<file path="src/rtl/vend_pkg.sv">
// Shared types, widths, coin decode and the per-channel price table for
// the vending channel scheduler.
package vend_pkg;

  localparam int NCH = 7;   // channels, numbered 1..NCH
  localparam int CW  = 3;   // stock width per channel
  localparam int MW  = 7;   // money width, in coin units

  typedef enum logic [2:0] {
    ST_IDLE     = 3'd0,
    ST_SUPPLY   = 3'd1,
    ST_PAY      = 3'd2,
    ST_DISPENSE = 3'd3,
    ST_CHANGE   = 3'd4
  } state_e;

  localparam logic [1:0] ERR_OK    = 2'b00;
  localparam logic [1:0] ERR_BAD   = 2'b01;
  localparam logic [1:0] ERR_SHORT = 2'b10;
  localparam logic [1:0] ERR_SAT   = 2'b11;

  function automatic logic [MW-1:0] coin_units(input logic [1:0] code);
    case (code)
      2'b00:   coin_units = MW'(1);
      2'b01:   coin_units = MW'(2);
      2'b10:   coin_units = MW'(5);
      default: coin_units = MW'(10);
    endcase
  endfunction

  // Channel 0 does not exist; it prices at 0 but is rejected before use.
  function automatic logic [MW-1:0] price_of(input logic [2:0] num);
    case (num)
      3'd1:    price_of = MW'(2);
      3'd2:    price_of = MW'(3);
      3'd3:    price_of = MW'(3);
      3'd4:    price_of = MW'(4);
      3'd5:    price_of = MW'(5);
      3'd6:    price_of = MW'(6);
      3'd7:    price_of = MW'(8);
      default: price_of = '0;
    endcase
  endfunction

endpackage

</file>
<file path="src/rtl/vend_stock_bank.sv">
// Per-channel stock registers with one shared address, a saturating add
// port and a decrement port; the scheduler never enables both at once.
module vend_stock_bank
  import vend_pkg::*;
(
  input  logic              clk,
  input  logic              reset_n,
  input  logic [2:0]        num,
  input  logic              add_en,
  input  logic [CW-1:0]     add_cnt,
  input  logic              dec_en,
  output logic [CW-1:0]     rd_data,
  output logic              add_sat,
  output logic [NCH*CW-1:0] stock_flat
);

  // Packed so that channel k lands at [k*CW-1 -: CW] of the flat view.
  logic [NCH:1][CW-1:0] stk_q, stk_d;
  logic [CW:0]          sum;

  always_comb begin
    rd_data = '0;
    for (int k = 1; k <= NCH; k++) begin
      if (num == 3'(k)) rd_data = stk_q[k];
    end
  end

  assign sum     = {1'b0, rd_data} + {1'b0, add_cnt};
  assign add_sat = sum[CW];

  always_comb begin
    stk_d = stk_q;
    for (int k = 1; k <= NCH; k++) begin
      if (num == 3'(k)) begin
        if (add_en)      stk_d[k] = add_sat ? '1 : sum[CW-1:0];
        else if (dec_en) stk_d[k] = stk_q[k] - CW'(1);
      end
    end
  end

  always_ff @(posedge clk or negedge reset_n) begin
    if (!reset_n) stk_q <= '0;
    else          stk_q <= stk_d;
  end

  assign stock_flat = stk_q;

endmodule

</file>
<file path="src/rtl/vend_channel_sched.sv">
// Vending channel scheduler: one restock or purchase at a time, coin
// collection, paced dispense pulses and a single change pulse per purchase.
module vend_channel_sched
  import vend_pkg::*;
#(
  parameter int DISP_GAP = 4,
  parameter int TIMEOUT  = 1000
) (
  input  logic              clk,
  input  logic              reset_n,
  input  logic              op_valid,
  output logic              op_ready,
  input  logic              supply,
  input  logic [2:0]        op_num,
  input  logic [2:0]        op_count,
  input  logic              coin_valid,
  input  logic [1:0]        coin_val,
  input  logic              cancel,
  output logic [NCH*CW-1:0] stock,
  output logic [MW-1:0]     paid,
  output logic              dispense,
  output logic [2:0]        disp_num,
  output logic              change_valid,
  output logic [MW-1:0]     change_amt,
  output logic [1:0]        err,
  output state_e            dbg_state
);

  localparam int GW = (DISP_GAP > 2) ? $clog2(DISP_GAP) : 1;
  localparam int TW = $clog2(TIMEOUT);
  localparam logic [GW-1:0] GAP_LAST = GW'(DISP_GAP - 1);
  localparam logic [TW-1:0] TMO_LAST = TW'(TIMEOUT - 1);

  // Handshake: an operation is taken on any rising edge where
  // op_valid && op_ready; op_ready is high exactly while the FSM is IDLE.
  state_e          state_q, state_d;
  logic [2:0]      num_q, num_d;
  logic [CW-1:0]   count_q, count_d;
  logic [MW-1:0]   cost_q, cost_d;
  logic [MW-1:0]   paid_q, paid_d;
  logic [1:0]      err_q, err_d;
  logic [MW-1:0]   chg_q, chg_d;
  logic [2:0]      disp_num_q, disp_num_d;
  logic [CW-1:0]   left_q, left_d;
  logic [GW-1:0]   gap_q, gap_d;
  logic [TW-1:0]   tmo_q, tmo_d;

  logic            add_en, dec_en, add_sat;
  logic [2:0]      bank_num;
  logic [CW-1:0]   rd_data;
  logic [MW-1:0]   paid_pay;

  assign bank_num = (state_q == ST_IDLE) ? op_num : num_q;
  assign paid_pay = paid_q + (coin_valid ? coin_units(coin_val) : '0);

  vend_stock_bank u_bank (
    .clk        (clk),
    .reset_n    (reset_n),
    .num        (bank_num),
    .add_en     (add_en),
    .add_cnt    (count_q),
    .dec_en     (dec_en),
    .rd_data    (rd_data),
    .add_sat    (add_sat),
    .stock_flat (stock)
  );

  always_comb begin
    state_d    = state_q;
    num_d      = num_q;
    count_d    = count_q;
    cost_d     = cost_q;
    paid_d     = paid_q;
    err_d      = err_q;
    chg_d      = chg_q;
    disp_num_d = disp_num_q;
    left_d     = left_q;
    gap_d      = gap_q;
    tmo_d      = tmo_q;
    add_en     = 1'b0;
    dec_en     = 1'b0;
    case (state_q)
      ST_IDLE: begin
        if (op_valid) begin
          num_d   = op_num;
          count_d = op_count;
          err_d   = ERR_OK;
          if (op_num == 3'd0 || op_count == 3'd0) begin
            err_d = ERR_BAD;
          end else if (supply) begin
            state_d = ST_SUPPLY;
          end else if (op_count > rd_data) begin
            err_d = ERR_SHORT;
          end else begin
            cost_d  = price_of(op_num) * MW'(op_count);
            paid_d  = '0;
            tmo_d   = '0;
            state_d = ST_PAY;
          end
        end
      end
      ST_SUPPLY: begin
        add_en  = 1'b1;
        err_d   = add_sat ? ERR_SAT : ERR_OK;
        state_d = ST_IDLE;
      end
      ST_PAY: begin
        paid_d = paid_pay;
        tmo_d  = coin_valid ? '0 : tmo_q + TW'(1);
        // A coin arriving with cancel is part of the refund.
        if (cancel || (!coin_valid && tmo_q == TMO_LAST)) begin
          chg_d   = paid_pay;
          state_d = ST_CHANGE;
        end else if (paid_q >= cost_q) begin
          gap_d      = '0;
          left_d     = count_q;
          disp_num_d = num_q;
          state_d    = ST_DISPENSE;
        end
      end
      ST_DISPENSE: begin
        if (gap_q == '0) begin
          dec_en = 1'b1;
          gap_d  = GAP_LAST;
          left_d = left_q - CW'(1);
          if (left_q == CW'(1)) begin
            chg_d   = paid_q - cost_q;
            state_d = ST_CHANGE;
          end
        end else begin
          gap_d = gap_q - GW'(1);
        end
      end
      ST_CHANGE: begin
        paid_d  = '0;
        state_d = ST_IDLE;
      end
      default: state_d = ST_IDLE;
    endcase
  end

  always_ff @(posedge clk or negedge reset_n) begin
    if (!reset_n) begin
      state_q    <= ST_IDLE;
      num_q      <= '0;
      count_q    <= '0;
      cost_q     <= '0;
      paid_q     <= '0;
      err_q      <= ERR_OK;
      chg_q      <= '0;
      disp_num_q <= '0;
      left_q     <= '0;
      gap_q      <= '0;
      tmo_q      <= '0;
    end else begin
      state_q    <= state_d;
      num_q      <= num_d;
      count_q    <= count_d;
      cost_q     <= cost_d;
      paid_q     <= paid_d;
      err_q      <= err_d;
      chg_q      <= chg_d;
      disp_num_q <= disp_num_d;
      left_q     <= left_d;
      gap_q      <= gap_d;
      tmo_q      <= tmo_d;
    end
  end

  assign op_ready     = (state_q == ST_IDLE);
  assign dispense     = (state_q == ST_DISPENSE) && (gap_q == '0);
  assign change_valid = (state_q == ST_CHANGE);
  assign paid         = paid_q;
  assign err          = err_q;
  assign change_amt   = chg_q;
  assign disp_num     = disp_num_q;
  assign dbg_state    = state_q;

endmodule

</file>
<file path="config.mk">
export PLATFORM = sky130hd
export DESIGN_NAME = vend_channel_sched
export DESIGN_NICKNAME = d
export VERILOG_FILES = /design/src/rtl/vend_pkg.sv /design/src/rtl/vend_stock_bank.sv /design/src/rtl/vend_channel_sched.sv
export SDC_FILE = /design/constraint.sdc
export NUM_CORES = 1
export LEC_CHECK = 0
export ABC_AREA = 1
export BUFFER_PORTS_ARGS = -buffer_cell sky130_fd_sc_hd__buf_2
export CORE_AREA = 3 3 109 90
export DETAILED_ROUTE_END_ITERATION = 10
export DIE_AREA = 0 0 112 93
export GPL_TIMING_DRIVEN = 0
export PLACE_DENSITY = 0.75
export SETUP_SLACK_MARGIN = 0.2
export SYNTH_ARGS = -nofsm -noshare
export SYNTH_HDL_FRONTEND = slang
export SYNTH_SLANG_ARGS = --single-unit
</file>
<file path="constraint.sdc">
create_clock -name clk -period 3 [get_ports clk]
set_clock_uncertainty 0.05 [all_clocks]
set_input_delay 0.6 -clock clk [delete_from_list [all_inputs] [get_ports clk]]
set_output_delay 0.6 -clock clk [all_outputs]
set_load 0.01 [all_outputs]
</file>
* Yosys cells after proc, flatten, opt, wreduce, memory -nomap -nowiden
Cells that the tools add are included.
W data, S select, Z words.
** Cells by class
- Add/subtract/negate cells :: 13
- $mul :: 1
- Magnitude comparators :: 2
- Equality and inequality tests :: 33
- Mux-type cells :: 72
- Bitwise logic cells :: 4
- Reductions and logical operators :: 33
** Operators with widths (number)
- $mux W3 :: 34
- $mux W7 :: 13
- $mux W10 :: 5
- $eq A3 B3 Y1 const B :: 9
- $pmux W4 S6 :: 1
- $sub A3 B1 Y3 const B :: 8
- $pmux W7 S3 :: 1
- $pmux W10 S2 :: 1
- $eq A3 B2 Y1 const B :: 6
- $ne A2 B2 Y1 const B :: 9
- $reduce_and A2 Y1 :: 9
- $mux W2 :: 8
- $reduce_and A5 Y1 :: 3
- $pmux W7 S2 :: 1
- $eq A3 B1 Y1 const B :: 4
- $pmux W4 S3 :: 1
- $add A10 B1 Y10 const B :: 1
- $eq A10 B10 Y1 const B :: 1
- $logic_not A3 Y1 :: 3
- $pmux W3 S3 :: 1
- $pmux W2 S2 :: 2
- $reduce_and A4 Y1 :: 2
- $reduce_bool A2 Y1 :: 4
- $add A7 B7 Y7 :: 1
- 20 further kinds :: 30
** Storage, ports and cells
- Register bits after elaboration :: 71
- Input port bits :: 14
- Output and inout port bits :: 46
- Word-level logic and storage cells :: 176

* Depth between registers and ports, before layout
- Word-level depth :: 17
- Depth in mapped cells :: 24
- Mapped depth without buffers :: 24

* Cells and area by module
From an unflattened synthesis, not the netlist that was laid out.
** Second synthesis, totals
- Cell total of the unflattened synthesis :: 696
- Area total of the unflattened synthesis :: 5107.4 µm²
** Modules (own cells, without submodules)
- vend_channel_sched :: instances 1, cells an instance 495, area each 3603.5 µm², sequential area each 1251.2 µm²
- vend_stock_bank :: instances 1, cells an instance 201, area each 1503.9 µm², sequential area each 525.5 µm²

* Worst setup path before layout
Ideal clock, no wire load.
- Path type :: register to register
- Start point :: register state_q[1] (netlist: dbg_state[1])
- End point :: register tmo_q[7]
- Library setup time :: 0.122 ns
- Arrival time :: 2.669 ns
- Data required time :: 2.828 ns
- Setup slack :: 0.158 ns
- Cell stages (with the launch flop) :: 23
- Buffers on the path :: 0
- Clock period less this slack :: 2.842 ns
- Cells stage by stage :: dfrtp_1 nor2_4 nand3_1 nand2_4 inv_1 nor3_1 a21oi_1 o2bb2ai_1 nand2_1 o21ai_0 o21ai_0 inv_1 ha_1 inv_1 nor2_1 nor2_1 nand2_2 nand2_2 nand2_1 nand2_2 nand2_4 nand2_1 nand2_1
** Between the ends
- Word-level cells in the longest chain between the ends :: 13
- Elaborated cells between the ends (all ways) :: 25
- Those cells by class :: order compare (1); eq/ne (12); mux (9); reduce/logical (3)
** Ends and longest elaborated chain
- from (decl) :: RTL line vend_channel_sched.sv:36 : state_e state_q, state_d;
- from (signal assigned) :: RTL line vend_channel_sched.sv:156 : state_q <= state_d;
- $logic_not A3 Y1 :: RTL line vend_channel_sched.sv:53, vend_channel_sched.sv:82
- $mux W3 :: RTL line vend_channel_sched.sv:53 : assign bank_num = (state_q == ST_IDLE) ? op_num : num_q;
- $eq A3 B1 Y1 :: RTL line vend_stock_bank.sv:24 : if (num == 3'(k)) rd_data = stk_q[k];
- $mux W3 (7 in series) :: RTL line vend_stock_bank.sv:24
- $gt A3 B3 Y1 :: RTL line vend_channel_sched.sv:92 : end else if (op_count > rd_data) begin
- $ne A2 B2 Y1 (no line)
- $reduce_and A5 Y1 (no line)
- to (signal assigned) :: RTL line vend_channel_sched.sv:166 : tmo_q <= tmo_d;
- to (decl) :: RTL line vend_channel_sched.sv:46 : logic [TW-1:0] tmo_q, tmo_d;
Parallel ways exist; a longest one is shown, timed or not.
A chain may end at the register's enable or synchronous reset.

* Final worst setup path
- Start point :: register state_q[0] (netlist: dbg_state[0])
- End point :: register u_bank.stk_q (netlist bit u_bank.stock_flat[11])
** Between the ends
- Word-level cells in the longest chain between the ends :: 13
- Elaborated cells between the ends (all ways) :: 25
- Those cells by class :: add/sub (1); eq/ne (9); mux (12); reduce/logical (3)
** Ends and longest elaborated chain
- $logic_not A3 Y1 :: RTL line vend_channel_sched.sv:53
- $mux W3 :: RTL line vend_channel_sched.sv:53
- $eq A3 B1 Y1 :: RTL line vend_stock_bank.sv:24
- $mux W3 (7 in series) :: RTL line vend_stock_bank.sv:24
- $add A3 B3 Y4 :: RTL line vend_stock_bank.sv:28 : assign sum = {1'b0, rd_data} + {1'b0, add_cnt};
- $mux W3 (2 in series) :: RTL line vend_stock_bank.sv:35 : if (add_en) stk_d[k] = add_sat ? '1 : sum[CW-1:0];
- to (signal assigned) :: RTL line vend_stock_bank.sv:43 : else stk_q <= stk_d;
- to (decl) :: RTL line vend_stock_bank.sv:18 : logic [NCH:1][CW-1:0] stk_q, stk_d;
Parallel ways exist; a longest one is shown, timed or not.

==> impl_metrics.yaml <==
clocking:
  clk_latency_ns: 0.36
  clock_path_buffers: 2
  cts-root-buf: "clkbuf_8"
  cts.sinks: 71
  clkTransAtPathRegs_ns: 0.08
  cts_made_buffers: 9
  hold_buffers: 0
  ctsHtreeMaxLevel: 3
  cts_tree: "built"
die:
  io_pins: 60
  die_w_um: 112
  dieArea_um2: 10400
  fp.dieH_um: 93
  core_area_um2: 8880
  placementRows: 31
  initial_core_util: 0.543
detailed_routing:
  totalWireLength_mm: 14.1
  first_iter_violations: 443
  drt-pass1-iter-count: 5
  route.detailed.drc: 0
  viasPerCell: 5.65
  vias: 4794
  ant_nets: 0
  wl_per_cell_um: 16.6
timing:
  setup_slack_ns: -0.0742
  rsz0062_at_grt: "true"
  hold_violations: 0
  worst_pin_slew_ns: 0.946
  final.min_clock_period_ns: 3.07
  whs_ns: 0.303
  max_slew_margin: 0.370
  finalMaxSlewViolations: 0
  setup_violations: 23
  period_share: 1.02
  fmaxAchievable_mhz: 325
flow_run:
  drv_cap: 0
worst_setup_path:
  cp.buffers_inverters: 4
  required_ns: 3.25
  crit_slowest_cell: "dfrtp_1"
  cp_top_family: "simple AND/OR/NAND/NOR gates"
  crit_path_max_incr_delay_ns: 0.41
  cp.depth: 21
  crit_type: "register to register"
  reg2regPathDepth: 21
  worstPathArrival_ns: 3.32
  path_cells: "nor2_4 -> nand2_4 -> nand2_4 -> nand2_8 -> buf_4 -> nand4_1 -> nand2_1 -> nor2_1 -> nand4_2 -> nand2_1 -> nand2_1 -> nand2_1 -> inv_1 -> ha_1 -> inv_1 -> nand2_1 -> xor2_1 -> nand2_2 -> nand3_2 -> o21ai_1 -> inv_1"
  endpoint_kind: "register"
  startpoint_type: "register"
  crit_top_cell: "nand2_1"
  crit_fanout: 7
logic_synthesis:
  yosysSeqAreaShare: 0.368
  synth_fp_nets: 688
  synth_area_leaders: "dfrtp_1, nand2_1, inv_1"
  synth_edf_count: 0
  yosys.cell_types.count: 37
  synth_top_area_frac: 0.368
  syn_inst: 636
  ys_ff_latch: 71
  ys.flop_type: "dfrtp_1"
  ys_warn_count: 0
  avgSynthCellArea_um2: 7.58
  syn_area_um2: 4820
  yosysTopAreaCell: "dfrtp_1"
  async_reset_ff_frac: 1.00
power:
  pwr_density_cell_nw_per_um2: 1260
  p_total_mw: 7.75
  vdd_drop_max_mv: 0.491
  p_leak_nw: 3.14
global_routing:
  grt_usage: 0.254
  globalRoute.totalOverflow: 0
  grt_pass1_vias: 4411
  antenna_found_initial: 0
  grt_pass1_wl_mm: 21.3
  grt_start_max_net_pins: 72
worst_hold_path:
  hold_class: "primary input to async pin"
placement:
  gp_congestion: 0.932
  dp_cells: 810
  numPortBuffers: 59
  dpl.hpwl_mm: 9.06
final_layout:
  final_cells: 848
  diodes: 0
  area_delta_synth_final_pct: 27.7
  layout-drive-gt1-share: 0.271
  nets: 780
outcome:
  status: "finished with violations"
  failed_checks: "negative setup slack"
per-layer routing:
| metal | global-route usage | vias to the layer above | share of wire |
|---|---|---|---|
| met5 | 0 | - | 0 |
| met4 | 0.0831 | 0 | 0.025 |
| met3 | 0.0517 | 32 | 0.078 |
| met2 | 0.401 | 215 | 0.47 |
| met1 | 0.352 | 2285 | 0.43 |
| li1 | - | 2262 | - |
logic make-up (layout without fill, tap and decap cells):
logic type,after synthesis,count (layout),share of synthesized area
XOR/XNOR,19,19,0.0345
AO/OA/AOI/OAI,119,119,0.143
adder cells (fa/ha/maj),38,38,0.106
buffers and inverters,121,214,0.0955
AND/OR/NAND/NOR,268,272,0.252
flip-flops,71,71,0.368
placed cells by master, fill, tap and decap left out, drive strengths merged, types with 9 or more instances in the layout:
master / instances
dfrtp: 71
o21ai: 57
nand4: 14
xor2: 14
nor3: 9
a21oi: 32
inv: 115
nand2: 141
clkbuf: 17
nand3: 41
ha: 33
buf: 78
a22oi: 14
nor2: 66
stage by stage:
step | util | setup TNS [ns] | area [µm²] | setup WS, ns
2_1_floorplan | - | 0 | 4830 | 0.239
3_3_place_gp | 0.593 | -4.35 | 5270 | -0.182
3_5_place_dp | 0.593 | -6.49 | 5270 | -0.236
5_1_grt | 0.693 | -4.81 | 6160 | -0.212
4_1_cts | 0.657 | 0 | 5840 | 0.0913
6_report | 0.693 | -0.650 | 6160 | -0.0742
sequential cells by signal (all words and copies together) (netlist names):
register,count
paid,7
disp_num,3
gap_q,2
left_q,3
count_q,3
err,2
cost_q,7
tmo_q,10
u_bank.stock_flat,21
change_amt,7
dbg_state,3
num_q,3
repair_timing:
item	4_1_cts	5_1_grt
resized for setup	43	65
hold endpoints to repair	0	0
gates cloned	2	2
pin swaps	19	19
buffers inserted	14	4
endpoints found under the setup margin	49	52
synthesized netlist by cell type (11+ instances only):
master	number
a22oi_1	14
nand4_1	13
nand3_1	37
o21ai_0	41
dfrtp_1	71
xor2_1	14
o21ai_1	11
nor2_1	62
ha_1	33
inv_1	112
a21oi_1	32
nand2_1	126
final timing paths:
path	start	to	slack [ns]
min	reset_n	tmo_q[1]	0.30
min reg2reg	disp_num[0]	disp_num[0]	0.43
min in group clk	disp_num[0]	disp_num[0]	0.43
max in group asynchronous	reset_n	dbg_state[1]	1.94
max	dbg_state[0]	u_bank.stock_flat[11]	-0.07
max reg2reg	dbg_state[0]	u_bank.stock_flat[11]	-0.07
layout make-up:
type	instances	area, µm²
plain buffers	6	23.8
clock buffers	12	165
multi-input cells	448	3050
clock inverters	4	98.8
repair buffers	77	453
flip-flops and latches	71	1780
well taps	115	144
fillers	666	2730
inverters	115	442
power by group:
group          total [mW]  switching (mW)  leakage, nW  internal [mW]
registers            1.65           0.329        0.894           1.32
clock network        1.01           0.389        0.133          0.624
logic                5.08            3.20         2.12           1.88
total                7.75            3.92         3.14           3.83
(Power assumes the default switching activity.)
